==> src/rtl/pll_mdrp_responder.sv <==
// MDRP responder: decodes the sequencer's opcode/address-increment/write-data
// stream into a shadow register bank, returns registered read data, and
// emulates PLL relock timing with a lock-delay counter.
module pll_mdrp_responder #(
    parameter int unsigned NREGS       = 16,
    parameter int unsigned LOCK_CYCLES = 64,
    parameter logic [7:0]  MULT_RST    = 8'd10,
    parameter logic [7:0]  DIV_RST     = 8'd1,
    parameter logic [7:0]  ODIV_RST    = 8'd4
) (
    input  logic       mdclk,
    input  logic       resetn,
    input  logic       pll_rst,
    input  logic [1:0] mdopc,
    input  logic       mdainc,
    input  logic [7:0] mdwdi,
    output logic [7:0] mdrdo,
    output logic       lock,
    output logic [7:0] cfg_mult,
    output logic [7:0] cfg_div,
    output logic [7:0] cfg_odiv,
    output logic       cfg_dirty
);

    localparam int unsigned   CntW    = $clog2(LOCK_CYCLES + 1);
    localparam logic [CntW-1:0] CntInit = CntW'(LOCK_CYCLES);
    localparam logic [CntW-1:0] CntOne  = CntW'(1);

    localparam logic [1:0] OpNop     = 2'b00;
    localparam logic [1:0] OpWrite   = 2'b01;
    localparam logic [1:0] OpRead    = 2'b10;
    localparam logic [1:0] OpSetAddr = 2'b11;

    typedef enum logic [1:0] {
        StHeld,
        StLocking,
        StLocked
    } lock_state_e;

    // Reset value of each shadow register; only the frequency registers are non-zero.
    function automatic logic [7:0] reg_rst(input int unsigned idx);
        logic [7:0] val;
        case (idx)
            0:       val = MULT_RST;
            1:       val = DIV_RST;
            2:       val = ODIV_RST;
            default: val = 8'h00;
        endcase
        return val;
    endfunction

    logic [7:0]      regs_q [NREGS];
    logic [7:0]      regs_d [NREGS];
    logic [7:0]      addr_q, addr_d;
    logic [7:0]      mdrdo_q, mdrdo_d;
    logic            dirty_q, dirty_d;
    logic [7:0]      rd_data;
    lock_state_e     state_q, state_d;
    logic [CntW-1:0] cnt_q, cnt_d;

    // Read mux; unimplemented addresses fall through to zero.
    always_comb begin
        rd_data = 8'h00;
        for (int i = 0; i < NREGS; i++) begin
            if (addr_q == 8'(i)) begin
                rd_data = regs_q[i];
            end
        end
    end

    // Command decode: register bank, address pointer, read data and dirty flag.
    always_comb begin
        regs_d  = regs_q;
        addr_d  = addr_q;
        mdrdo_d = mdrdo_q;
        dirty_d = dirty_q;
        case (mdopc)
            OpWrite: begin
                // Writes beyond NREGS match no entry and are dropped.
                for (int i = 0; i < NREGS; i++) begin
                    if (addr_q == 8'(i)) begin
                        regs_d[i] = mdwdi;
                    end
                end
                if (addr_q <= 8'd2) begin
                    dirty_d = 1'b1;
                end
            end
            OpRead:    mdrdo_d = rd_data;
            OpSetAddr: addr_d  = mdwdi;
            OpNop:     ;
            default:   ;
        endcase
        // Post-increment after the access; 8-bit arithmetic wraps FF to 00.
        if (mdainc && (mdopc != OpSetAddr)) begin
            addr_d = addr_q + 8'd1;
        end
        // PLL reset clears dirty even when a frequency write lands this cycle.
        if (pll_rst) begin
            dirty_d = 1'b0;
        end
    end

    // Datapath state registers.
    always_ff @(posedge mdclk or negedge resetn) begin
        if (!resetn) begin
            for (int i = 0; i < NREGS; i++) begin
                regs_q[i] <= reg_rst(i);
            end
            addr_q  <= 8'h00;
            mdrdo_q <= 8'h00;
            dirty_q <= 1'b0;
        end else begin
            regs_q  <= regs_d;
            addr_q  <= addr_d;
            mdrdo_q <= mdrdo_d;
            dirty_q <= dirty_d;
        end
    end

    // Lock FSM state and delay counter; reset starts directly in LOCKING.
    always_ff @(posedge mdclk or negedge resetn) begin
        if (!resetn) begin
            state_q <= StLocking;
            cnt_q   <= CntInit;
        end else begin
            state_q <= state_d;
            cnt_q   <= cnt_d;
        end
    end

    // Lock FSM next state: pll_rst wins from any state.
    always_comb begin
        state_d = state_q;
        cnt_d   = cnt_q;
        if (pll_rst) begin
            state_d = StHeld;
            cnt_d   = CntInit;
        end else begin
            case (state_q)
                StHeld: begin
                    state_d = StLocking;
                    cnt_d   = CntInit;
                end
                StLocking: begin
                    cnt_d = cnt_q - CntOne;
                    if (cnt_q == CntOne) begin
                        state_d = StLocked;
                    end
                end
                StLocked: ;
                default: begin
                    state_d = StHeld;
                    cnt_d   = CntInit;
                end
            endcase
        end
    end

    // Lock FSM output: decoded straight from the state flops.
    always_comb begin
        lock = (state_q == StLocked);
    end

    assign mdrdo     = mdrdo_q;
    assign cfg_dirty = dirty_q;
    assign cfg_mult  = regs_q[0];
    assign cfg_div   = regs_q[1];

    // With only two registers the output divider is not writable.
    if (NREGS > 2) begin : g_odiv_reg
        assign cfg_odiv = regs_q[2];
    end else begin : g_odiv_const
        assign cfg_odiv = ODIV_RST;
    end

endmodule

==> config.mk <==
export PLATFORM = sky130hd
export DESIGN_NAME = pll_mdrp_responder
export DESIGN_NICKNAME = d
export VERILOG_FILES = /design/src/rtl/pll_mdrp_responder.sv
export SDC_FILE = /design/constraint.sdc
export NUM_CORES = 1
export LEC_CHECK = 0
export CELL_PAD_IN_SITES_DETAIL_PLACEMENT = 0
export CELL_PAD_IN_SITES_GLOBAL_PLACEMENT = 1
export CORE_AREA = 2 2 138 127
export CTS_BUF_LIST = sky130_fd_sc_hd__clkbuf_4 sky130_fd_sc_hd__clkbuf_8
export DETAILED_ROUTE_END_ITERATION = 6
export DIE_AREA = 0 0 140 129
export PLACE_DENSITY = 0.86
export SLEW_MARGIN = 20
export SYNTH_ARGS = -nofsm -noshare
export SYNTH_HDL_FRONTEND = slang
export SYNTH_SLANG_ARGS = --single-unit
==> constraint.sdc <==
create_clock -name mdclk -period 2.5 [get_ports mdclk]
set_input_delay 0.625 -clock mdclk [delete_from_list [all_inputs] [get_ports mdclk]]
set_output_delay 0.625 -clock mdclk [all_outputs]
set_load 0.02 [all_outputs]
==> reports/summary.txt <==
largest net degree at the start of global routing: 59
crit-path leading delay family: compound AO/OA/AOI/OAI gates
met3 Usage GRT: 5.62%
most frequent cell after synthesis: dfrtp_1
worst hold slack: 146 ps
first-pass GRT wire length: 32700 um
fmax: 411 MHz
WP depth: 10
Power Dens Cells: 907 mW/mm2
postcts setup bufs: 0
FP Rows: 45
largest area contributor in the netlist: dfrtp_1
gr busiest metal: met2
Crit Path Max Fanout: 19
number of filler cells placed in the layout: 1408
Seq/Total Area, Yosys: 48.3%
post-route setup slack: 69.8 ps
H-tree depth: 4
Peak VDD IR: 584 uV
gp weighted congestion: 0.908
GRT Util Overall: 23.6%
drt pass-1 iters: 7
Syn-to-layout area delta: 16.7%
Worst-path clk slew: 90 ps
dpl hpwl: 14200 um
total CTS buffers: 17
NetSw: 0.00301 W
Final Util: 56.2%
number of buffers and inverters on the critical path: 3
skew final: 11.5 ps
CTS root buf: clkbuf_8
Area contributors post-synth: dfrtp_1, mux2_2, a21oi_1
DIE HEIGHT: 129 um
Gate Count Post-Synth: 758
Total Neg Setup Slack: 0 ps
Least-Margin Pin Slew: 584 ps
YS warnings: 0
worst skew pair latency: 460 ps
clock power share: 23.1%
outcome: finished, violations left
synth unique cells: 55
core area: 0.0166 mm2
CTS max path bufs: 2
crit-path cells: inv_1 > ha_2 > buf_4 > nand3b_1 > a21oi_1 > a21oi_1 > o22ai_1 > a221oi_1 > buf_4 > o22ai_1
initial core utilization: 48.1%
Cell Area, Synth: 0.00800 mm2
GR Overflow Total: 0
worst path required time: 2840 ps
Synth top area share: 46.3%
met2 usage: 37.4%
Vias per Instance: 5.86
reg2reg end: mdrdo[6]$_DFFE_PN0N_
CTS tree: done
Synth top cells by count: dfrtp_1, mux2_2, nand2_1, a21oi_1, o21ai_0
final hold viol count: 0
r2r setup slk: 70 ps
worst slack at placement: -73.8 ps
final net count: 842
Antenna Nets Post-Route: 0
Pleak: 4.17 nW
Setup crit end kind: register
DRC errors left: 3
Cell Int Power: 0.00545 W
CP peak stage delay: 500 ps
design area: 0.00933 mm2
DR WL/cell: 19.8 um
crit path DAT: 2770 ps
period utilisation layout: 97.2%
reg2reg start: addr_q[1]$_DFFE_PN0P_
DR iter-0 viols: 514
failing checks: design-rule violations
TritonCTS sink count: 154
R2R cell count: 10
number of synthesized flops with an enable pin: 0
Critical Path Source Type: register
relative slew slack: 61.1%
Post-Syn Nets: 778
FFs w/ async S/R, synth: 100%
final WL: 20700 um
die area: 0.0181 mm2
Worst Hold Class: in -> async
# IOs: 48
Die Wd: 140 um
total of max-cap violations: 0
Comb pwr share: 36.3%
Seq pwr share: 40.7%
met1 Track Usage GR: 32.6%
Synth Flop Type: dfrtp_1
Vias: 6119
synthesized area per cell: 10.5 um2
input/output buffers: 47
antenna violations before repair: 0
crit path kind: reg -> reg
CP max stage cell: a221oi_1
vias in the first global route: 6075
post-layout min period: 2430 ps
max-slew violations: 0
#FFs+latches synth: 154
placed inst area: 0.00891 mm2
Finish-stage setup viols: 0
Antenna Cells: 0
share of layout cells above drive strength 1: 30.9%
sw frac: 35.6%
## worst max-delay path by stage
stage                                    to  slack, ps                  start
global placement    cfg_odiv[4]$_DFFE_PN0P_        -80               mdopc[1]
detailed placement   cfg_div[3]$_DFFE_PN0P_        -70               mdopc[1]
global route         regs_q[75]$_DFFE_PN0P_         -1  addr_q[0]$_DFFE_PN0P_
floorplan            regs_q[72]$_DFFE_PN0P_        360  addr_q[0]$_DFFE_PN0P_
CTS                    mdrdo[5]$_DFFE_PN0N_         70  addr_q[1]$_DFFE_PN0P_
finish                 mdrdo[6]$_DFFE_PN0N_         70  addr_q[1]$_DFFE_PN0P_
## worst reg2reg max path, delay by kind of cell (launching register included)
kind,cells,cell delay [ps]
buffers and inverters,3,580
DFF,1,380
and+or+nand+nor,1,140
adders and majority gates,1,310
AOI/OAI and AO/OA,5,930
## flip-flops by register name (all words and copies together), names as in the netlist
name	count
cfg_dirty	1
cfg_odiv	8
cfg_mult	8
mdrdo	8
addr_q	8
cnt_q	7
cfg_div	8
state_q	2
regs_q	104
## metal layers
metal | wire, um | up-vias
met5 | 0 | -
met4 | 235 | 0
met3 | 1310 | 24
met2 | 9590 | 207
met1 | 9550 | 3105
li1 | - | 2783
## repair_timing
action,CTS,global route
hold buffers,0,0
resized for setup,0,4
setup endpoints to repair,0,2
## through the flow
step | std cells | power, W
after floorplan | 758 | 0.00541
after global placement | 1014 | 0.00640
after detailed placement | 1014 | 0.00648
after CTS | 1045 | 0.00844
after global routing | 1045 | 0.00890
final | 1045 | 0.00846
## area by class of cell
cell class	count	area, um2	area share, %
timing repair buffer	120	1060	11.3
tap	211	264	2.83
inverter	18	67.6	0.724
clock buffer	19	255	2.73
sequential	154	3860	41.4
clock inverter	12	150	1.61
multi-input combinational	511	3680	39.4
## cells in the final DEF, fill, tap and decap left out, types with 7 or more instances in the layout
cell             netlist  final
clkbuf_8               0     18
nand2_1               64     64
inv_1                 18     18
nor2_1                42     42
nand2b_1              12     12
o21ai_0               54     54
mux2_2               117    117
a21oi_1               63     62
nor2b_1               14     14
buf_4                 24     70
a211oi_1               8      8
dfrtp_1              148    148
o22ai_1                7      7
nand3_1               13     13
clkdlybuf4s50_1        0     46
nand3b_1              11     11
a31oi_1                7      7
mux2_4                 8      8
## kinds of logic (layout without fill, tap and decap cells)
family                     after synthesis  after routing  synth area share [%]
and+or+nand+nor                        196            196                  12.8
AOI/OAI and AO/OA                      171            171                  12.6
DFF                                    154            154                  48.3
muxes                                  126            126                  18.1
buffers and inverters                   93            169                  5.99
xor gates and xnor gates                12             12                  1.31
adders and majority gates                6              6                 0.939
## power by group through the flow
stage | sequential (W) | clock, W | combinational, W
5_1_grt | 0.00350 | 0.00210 | 0.00330
3_5_place_dp | 0.00348 | 0 | 0.00301
2_1_floorplan | 0.00338 | 0 | 0.00203
6_report | 0.00344 | 0.00195 | 0.00307
4_1_cts | 0.00343 | 0.00199 | 0.00302
3_3_place_gp | 0.00344 | 0 | 0.00296
No activity file was read; power rests on OpenSTA's default activity.
